### config.mk
export PLATFORM = sky130hd
export DESIGN_NAME = serial_tx_d
export DESIGN_NICKNAME = d
export VERILOG_FILES = /design/src/rtl/serial_tx_d_pkg.sv /design/src/rtl/serial_tx_d_bit_timer.sv /design/src/rtl/serial_tx_d.sv
export SDC_FILE = /design/constraint.sdc
export NUM_CORES = 1
export LEC_CHECK = 0
export CAP_MARGIN = 20
export CORE_UTILIZATION = 45
export DETAILED_ROUTE_END_ITERATION = 8
export PLACE_DENSITY = 0.73
export SYNTH_ARGS = -nofsm -noshare
export SYNTH_HDL_FRONTEND = slang
export SYNTH_SLANG_ARGS = --single-unit
### constraint.sdc
create_clock -name Clk -period 1.6 [get_ports Clk]
set_input_delay 0.24 -clock Clk [delete_from_list [all_inputs] [get_ports Clk]]
set_output_delay 0.24 -clock Clk [all_outputs]
set_load 0.02 [all_outputs]
### src/rtl/serial_tx_d_pkg.sv
// Shared definitions for the serial D-line transmitter: FSM state encodings
// and the line levels used for the frame delimiters.
package serial_tx_d_pkg;

  typedef enum logic [1:0] {
    S_IDLE  = 2'd0,
    S_START = 2'd1,
    S_DATA  = 2'd2,
    S_STOP  = 2'd3
  } state_e;

  localparam logic START_BIT = 1'b0;
  localparam logic STOP_BIT  = 1'b1;

endpackage

### src/rtl/serial_tx_d_bit_timer.sv
// Per-bit cycle counter: counts 0..CLKS_PER_BIT-1, tc marks the last cycle of a bit.
module bit_timer #(
  parameter int CLKS_PER_BIT = 4
) (
  input  logic Clk,
  input  logic Reset,
  input  logic clr,
  output logic tc
);

  localparam int              TW   = $clog2(CLKS_PER_BIT) + 1;
  localparam logic [TW-1:0]   LAST = TW'(CLKS_PER_BIT - 1);
  localparam logic [TW-1:0]   ONE  = TW'(1);

  logic [TW-1:0] cnt_q, cnt_d;

  assign tc = (cnt_q == LAST);

  always_comb begin
    cnt_d = cnt_q;
    if (clr || tc) begin
      cnt_d = '0;
    end else begin
      cnt_d = cnt_q + ONE;
    end
  end

  always_ff @(posedge Clk or posedge Reset) begin
    if (Reset) begin
      cnt_q <= '0;
    end else begin
      cnt_q <= cnt_d;
    end
  end

endmodule

### src/rtl/serial_tx_d.sv
// Parallel-to-serial transmitter: start bit 0, DATA_W data bits LSB-first,
// stop bit 1, each held CLKS_PER_BIT cycles on a registered TxD line.
module serial_tx_d
  import serial_tx_d_pkg::*;
#(
  parameter int DATA_W       = 8,
  parameter int CLKS_PER_BIT = 4
) (
  input  logic              Clk,
  input  logic              Reset,
  input  logic [DATA_W-1:0] D,
  input  logic              Start,
  output logic              Ready,
  output logic              TxD,
  output logic              Done
);

  localparam int            IW       = $clog2(DATA_W) + 1;
  localparam logic [IW-1:0] LAST_IDX = IW'(DATA_W - 1);
  localparam logic [IW-1:0] IDX_ONE  = IW'(1);

  state_e              state_q, state_d;
  logic [DATA_W-1:0]   shreg_q, shreg_d;
  logic [IW-1:0]       idx_q, idx_d;
  logic                txd_q, txd_d;
  logic                done_q, done_d;
  logic                tc;

  // Timer is held at zero while idle so every frame starts on a fresh bit period.
  bit_timer #(.CLKS_PER_BIT(CLKS_PER_BIT)) u_bit_timer (
    .Clk   (Clk),
    .Reset (Reset),
    .clr   (state_q == S_IDLE),
    .tc    (tc)
  );

  assign Ready = (state_q == S_IDLE);
  assign TxD   = txd_q;
  assign Done  = done_q;

  always_ff @(posedge Clk or posedge Reset) begin
    if (Reset) begin
      state_q <= S_IDLE;
      shreg_q <= '0;
      idx_q   <= '0;
      txd_q   <= STOP_BIT;
      done_q  <= 1'b0;
    end else begin
      state_q <= state_d;
      shreg_q <= shreg_d;
      idx_q   <= idx_d;
      txd_q   <= txd_d;
      done_q  <= done_d;
    end
  end

  always_comb begin
    state_d = state_q;
    shreg_d = shreg_q;
    idx_d   = idx_q;
    case (state_q)
      S_IDLE: begin
        if (Start) begin
          state_d = S_START;
          shreg_d = D;
        end else begin
          state_d = S_IDLE;
        end
      end
      S_START: begin
        if (tc) begin
          state_d = S_DATA;
          idx_d   = '0;
        end else begin
          state_d = S_START;
        end
      end
      S_DATA: begin
        if (tc) begin
          shreg_d = shreg_q >> 1;
          if (idx_q == LAST_IDX) begin
            state_d = S_STOP;
          end else begin
            idx_d = idx_q + IDX_ONE;
          end
        end else begin
          state_d = S_DATA;
        end
      end
      S_STOP: begin
        if (tc) begin
          state_d = S_IDLE;
        end else begin
          state_d = S_STOP;
        end
      end
      default: begin
        state_d = S_IDLE;
      end
    endcase
  end

  // Line level is computed from the next state so TxD changes together with state_q.
  always_comb begin
    txd_d  = STOP_BIT;
    done_d = (state_q == S_STOP) && tc;
    case (state_d)
      S_START: txd_d = START_BIT;
      S_DATA:  txd_d = shreg_d[0];
      default: txd_d = STOP_BIT;
    endcase
  end

endmodule

Word level (Yosys, flattened, before mapping)
Index checks and enable logic that the tools add are counted.
{"block": "op_classes", "div": 0, "addsub": 2, "n_eq_ne": 11, "shift": 0, "n_reduce_logical": 7, "bitwise_logic": 0, "mux": 15, "mul": 0, "n_lt_le_gt_ge": 0}
{"cell": "two-way mux 8 bit", "n": 2}
{"cell": "one-hot mux 8 bit (2 select lines)", "n": 1}
{"cell": "two-way mux 4 bit", "n": 3}
{"cell": "two-way mux 2 bit", "n": 4}
{"cell": "inequality test 2 bit (second input constant)", "n": 4}
{"cell": "one-hot mux 2 bit (4 select lines)", "n": 1}
{"cell": "one-hot mux 4 bit (2 select lines)", "n": 1}
{"cell": "== test 2 bit (second input constant)", "n": 3}
{"cell": "adder 4 x 1 -> 4 bit (second input constant)", "n": 1}
{"cell": "== test 2 x 1 -> 1 bit (second input constant)", "n": 2}
{"cell": "== test 4 x 3 -> 1 bit (second input constant)", "n": 1}
{"cell": "AND reduction 4 bit", "n": 1}
{"cell": "nonzero test 2 bit", "n": 2}
{"cell": "adder 3 x 1 -> 3 bit (second input constant)", "n": 1}
{"cell": "== test 3 x 2 -> 1 bit (second input constant)", "n": 1}
{"cell": "two-way mux 3 bit", "n": 1}
{"cell": "AND reduction 3 bit", "n": 1}
{"cell": "zero test 2 bit", "n": 1}
{"cell": "one-hot mux 1 bit (2 select lines)", "n": 1}
{"cell": "logical AND 1 bit", "n": 1}
{"cell": "logical OR 1 bit", "n": 1}
{"cell": "two-way mux 1 bit", "n": 1}
{"block": "totals", "input_bits": 11, "register_bits": 19, "latchBits": 0, "ram_bits": 0, "wordCells": 42, "mem_bits_ro": 0, "out_inout_bits": 3, "memories": 0}

Depth between registers and ports, before layout
{"block": "logic_depth", "word_depth": 6, "mapped_depth": 6, "ltp_nobuf": 5}

By module
A second synthesis with hierarchy kept.
{"block": "unflattened", "cells_unflattened": 90, "hier_area_um2": 938.4}
{"mod": "serial_tx_d", "instances": 1, "area_per_inst_um2": 808.3, "seq_area_each_um2": 401.6, "cells_each": 80}
{"mod": "bit_timer", "instances": 1, "area_per_inst_um2": 130.1, "seq_area_each_um2": 75.1, "cells_each": 10}

Least setup slack after synthesis
Ideal clock, no wire load.
{"block": "synth_path", "kind": "register -> register", "from": "register u_bit_timer.cnt_q[0]", "to": "register txd_q (netlist: TxD)", "t_required_ns": 1.514, "arrival_ns": 1.578, "period_less_slack_ns": 1.664, "stages_incl_launch_ff": 7, "setup_time_ns": 0.086, "slack_ns": -0.064, "path_cell_list": "dfrtp_1 -> ha_1 -> ha_1 -> clkbuf_1 -> or3b_2 -> o211ai_1 -> mux2i_1"}
{"block": "synth_via", "elab_chain_cells": 5, "elab_cells_between_ends": 10}
{"element": "start, declared", "line": "serial_tx_d_bit_timer.sv:15", "rtl": "logic [TW-1:0] cnt_q, cnt_d;"}
{"element": "start signal, assigned", "line": "serial_tx_d_bit_timer.sv:32", "rtl": "cnt_q <= cnt_d;"}
{"element": "== test 3 x 2 -> 1 bit (*)", "line": "serial_tx_d_bit_timer.sv:17", "rtl": "assign tc = (cnt_q == LAST);"}
{"element": "two-way mux 2 bit, on equally long branches", "line": "serial_tx_d.sv:91, serial_tx_d.sv:71, serial_tx_d.sv:79"}
{"element": "one-hot mux 2 bit (4 select lines)", "line": "serial_tx_d.sv:61", "rtl": "case (state_q)"}
{"element": "== test 2 bit or == test 2 x 1 -> 1 bit (tied branches)", "line": "serial_tx_d.sv:107", "rtl": "case (state_d)"}
{"element": "one-hot mux 1 bit (2 select lines) (*)", "line": "serial_tx_d.sv:107"}
{"element": "via txd_d", "line": "serial_tx_d.sv:25", "rtl": "logic txd_q, txd_d;"}
{"element": "end signal, assigned", "line": "serial_tx_d.sv:52", "rtl": "txd_q <= txd_d;"}
{"element": "end, declared", "line": "serial_tx_d.sv:25"}
Mark *: on every way through the listed nets, which the timed path passes. The rest lies on a longest branch. The select of a mux whose other input is x is not followed.
A chain may end at the register's enable or synchronous reset.

Final worst setup path
{"block": "layout_path", "from": "register u_bit_timer.cnt_q[1]", "to": "register txd_q (netlist: TxD)"}
{"block": "layout_via", "elab_chain_cells": 5, "elab_cells_between_ends": 10}
{"element": "== test 3 x 2 -> 1 bit (*)", "line": "serial_tx_d_bit_timer.sv:17"}
{"element": "two-way mux 2 bit, on equally long branches", "line": "serial_tx_d.sv:91, serial_tx_d.sv:71, serial_tx_d.sv:79"}
{"element": "one-hot mux 2 bit (4 select lines) (*)", "line": "serial_tx_d.sv:61"}
{"element": "via state_d[0]", "line": "serial_tx_d.sv:22", "rtl": "state_e state_q, state_d;"}
{"element": "== test 2 bit or == test 2 x 1 -> 1 bit (tied branches)", "line": "serial_tx_d.sv:107"}
{"element": "one-hot mux 1 bit (2 select lines) (*)", "line": "serial_tx_d.sv:107"}
{"element": "via txd_d", "line": "serial_tx_d.sv:25"}
Marked as above.

==> summary.md <==
| Metric | Value |
|---|---|
| Status | `finished, violations left` |
| Failing checks | `setup timing` |
| Post-synthesis mux area share | `2.16%` |
| Top delay family on crit path | `flip-flops` |
| # nets final | `123` |
| Total routed wirelength | `1.72 mm` |
| Post-Synth XOR/XNOR Area | `0.945%` |
| Setup crit end | `TxD$_DFF_PP1_` |
| RR Startpoint | `u_bit_timer.cnt_q[1]$_DFF_PP0_` |
| Die extent in y | `47.4 microns` |
| Worst clock skew | `6.49 ps` |
| R2R cell count | `5` |
| Fin. max-slew vios | `0` |
| Synth warnings | `0` |
| GRT overflow | `0` |
| Final core utilization | `between 60% and 70%` |
| Int Pwr | `1240 uW` |
| Post-place instance area | `1140 sq um` |
| DRC Markers | `0` |
| Complex-gate fraction of the synthesized area | `16.1%` |
| Dpl hpwl | `1.27 mm` |
| CP Launch Type | `flop` |
| Row count | `16` |
| NetSw | `667 uW` |
| Worst reg-to-reg setup slack | `-10 ps` |
| DR pass1 iterations | `4` |
| Crit path time final | `1610 ps` |
| CTS Buffer Depth | `2` |
| H-tree levels | `1` |
| Area growth, synth to finish | `31.8%` |
| # clock sinks | `19` |
| Die area | `2250 sq um` |
| LEAKAGE | `0.000559 uW` |
| Max-Cap Viols | `0` |
| CP Cell Sequence | `ha_2, ha_4, and3b_2, a221o_1, mux2i_1` |
| Crit path from | `u_bit_timer.cnt_q[1]$_DFF_PP0_` |
| Ratio of cells with drive above 1 in the final layout | `around a quarter` |
| Worst setup margin | `-14.0 ps` |
| GR Util All Layers | `18.7%` |
| Initial Util | `between 40% and 50%` |
| Antenna-violating nets left | `0` |
| Largest family of logic cells by synthesized area | `simple AND/OR/NAND/NOR gates` |
| Simple-Gate Fraction of Synth Area | `19.7%` |
| Combinational Power Share | `43.6%` |
| Yosys reg bits | `19` |
| First-pass GRT wire length | `~2.9 mm` |
| Core box area | `1940 sq um` |
| Clock power frac | `12.6%` |
| IO Pins | `14` |
| Vias | `712` |
| GP Congestion | `0.854` |
| Worst R2R End | `TxD$_DFF_PP1_` |
| ANT cells | `0` |
| Worst-path fanout max | `5` |
| Final Hold Viols | `0` |
| Unique masters post-synth | `30` |
| Worst-path clk slew | `110 ps` |
| Hold crit path type | `in2async` |
| Largest net degree at the start of global routing | `20` |
| Relative slew margins | `85.9%` |
| Initial antenna violation count | `0` |
| Mapped cell area | `just over 900 sq um` |
| Cts bufs inserted | `3` |
| Final period utilization | `101%` |
| Crit path depth | `5` |
| Adder-Cell Fraction of Synth Area | `4.05%` |
| Clk root buf | `clkbuf_4` |
| Sequential power share | `43.8%` |
| Syn_area_per_cell | `~12 sq um` |
| Routed len/inst | `around 13 microns` |
| RSZ-0062 raised after global routing | `true` |
| Worst-margin pin slew | `206 ps` |
| Syn_nets | `94` |
| Power Density | `1560 nW/um^2` |
| Via count of the first global-routing pass | `689` |
| Top post-synthesis cells by area | `dfrtp_1, a221o_1, and2_1, ha_1, o211ai_1` |
| Share of the synthesized area in the top cell type | `between 40 and 50%` |
| Sw Ratio | `35.0%` |
| Crit path largest cell delay | `400 ps` |
| Worst Setup End Kind | `flop` |
| Required @ worst endpoint | `1820 ps` |
| Seq/Total Area, Yosys | `between 50% and 60%` |
| PortBufs | `13` |
| Critical path arrival | `1830 ps` |
| CTS tree | `built` |
| Via density | `5.27` |
| Crit path kind | `reg2reg` |
| WP buf/inv | `0` |
| Max Clk Rate | `620 MHz` |
| Final setup TNS | `-14.0 ps` |
| FILL cells | `163` |
| Max VDD drop | `0.950 mV` |
| Critical-path top delay cell | `dfrtp_1` |
| Final setup vio count | `1` |
| Most area-hungry cell type in the Yosys netlist | `dfrtp_1` |
| Final design area excluding fillers | `1220 sq um` |
| Starting DRC count in detailed routing | `19` |
| Post-Synthesis Cells | `80` |
| DIE WIDTH | `47.4 microns` |
| Worst skew pair latency | `around 300 ps` |
[cells in the final DEF (no fill, tap or decap), drive strengths merged, types with 3 or more instances in the layout]
| cell type | count |
|---|---|
| a221o | 7 |
| and2 | 6 |
| buf | 15 |
| clkbuf | 3 |
| clkdlybuf4s50 | 11 |
| dfrtp | 18 |
| ha | 3 |
| inv | 5 |
| nand2 | 3 |
| nor2 | 3 |
| nor3 | 3 |
| o211ai | 4 |
[power groups by stage]
stage | Sequential (uW) | Combinational (uW) | Clock, uW
after floorplan | 785 | 576 | 0
after global placement | 828 | 754 | 0
after detailed placement | 834 | 789 | 0
after CTS | 828 | 811 | 254
after global routing | 857 | 920 | 268
final | 835 | 829 | 240
[routing by layer]
layer	part of all wire [%]	up-vias	global-route usage, %
li1	-	349	-
met1	49	348	23.3
met2	47	13	31.2
met3	3.1	2	3.46
met4	0.76	0	8.57
met5	0	-	0
[worst register-to-register path, cell delays in order (launching register included)]
cell     delay, ps
dfrtp_1        400
ha_2           200
ha_4           160
and3b_2        220
a221o_1        330
mux2i_1        220
[cells by family after synthesis]
group                    after synthesis
AND/OR/NAND/NOR                       28
flip-flops                            19
AO/OA/AOI/OAI                         18
buffers and inverters                  9
adder cells (fa/ha/maj)                3
multiplexers                           2
XOR/XNOR                               1
[worst min-delay path by stage]
stage | from | end | depth (start not counted)
CTS | Reset | shreg_q[4]$_DFFE_PP0P_ | 3
global placement | u_bit_timer.cnt_q[0]$_DFF_PP0_ | u_bit_timer.cnt_q[0]$_DFF_PP0_ | 1
floorplan | Reset | Done$_DFF_PP0_ | 1
global route | Reset | shreg_q[7]$_DFFE_PP0P_ | 3
detailed placement | u_bit_timer.cnt_q[0]$_DFF_PP0_ | u_bit_timer.cnt_q[0]$_DFF_PP0_ | 1
finish | Reset | shreg_q[4]$_DFFE_PP0P_ | 3
[cells in the mapped netlist, drive strengths merged]
| cell type | count |
|---|---|
| dfrtp | 18 |
| a221o | 7 |
| and2 | 6 |
| inv | 5 |
| o211ai | 4 |
| buf | 3 |
| ha | 3 |
| nand2 | 3 |
| nor2 | 3 |
| nor3 | 3 |
| and3b | 2 |
| mux2i | 2 |
| nand2b | 2 |
| nand3 | 2 |
| nand3b | 2 |
| nor3b | 2 |
| o21ai | 2 |
| a21oi | 1 |
| a22o | 1 |
| a31oi | 1 |
| and3 | 1 |
| clkbuf | 1 |
| dfstp | 1 |
| nand4bb | 1 |
| o2111a | 1 |
| o31ai | 1 |
| or3b | 1 |
| xor2 | 1 |
[metrics by stage]
| stage | cells | hold slack (ps) | total power, uW | setup WS, ps |
|---|---|---|---|---|
| floorplan | 80 | 190 | 1360 | -3.48 |
| global placement | 127 | 427 | 1580 | 14.5 |
| detailed placement | 127 | 437 | 1620 | -36.0 |
| CTS | 134 | 241 | 1890 | -20.5 |
| global route | 135 | 299 | 2050 | -74.3 |
| finish | 135 | 242 | 1900 | -14.0 |
[sequential cells by signal (all words and copies together), names as in the netlist]
name	flops
state_q	2
TxD	1
idx_q	4
shreg_q	8
u_bit_timer.cnt_q	3
Done	1
[timing repair]
item                       in CTS  in global routing
hold buffers                    0                  0
setup buffers                   3                  1
setup endpoints to repair       9                  9
pin swaps                       3                  3
resized for setup               5                  4
[layout make-up]
cell class	count	area [sq um]	area share, %
multi-input combinational	52	422	34.5
timing repair buffer	28	244	20.0
inverter	5	18.8	1.54
clock buffer	3	22.5	1.84
clock inverter	1	5.00	0.409
tap	27	33.8	2.76
sequential	19	477	39.0
(Power assumes the default switching activity.)
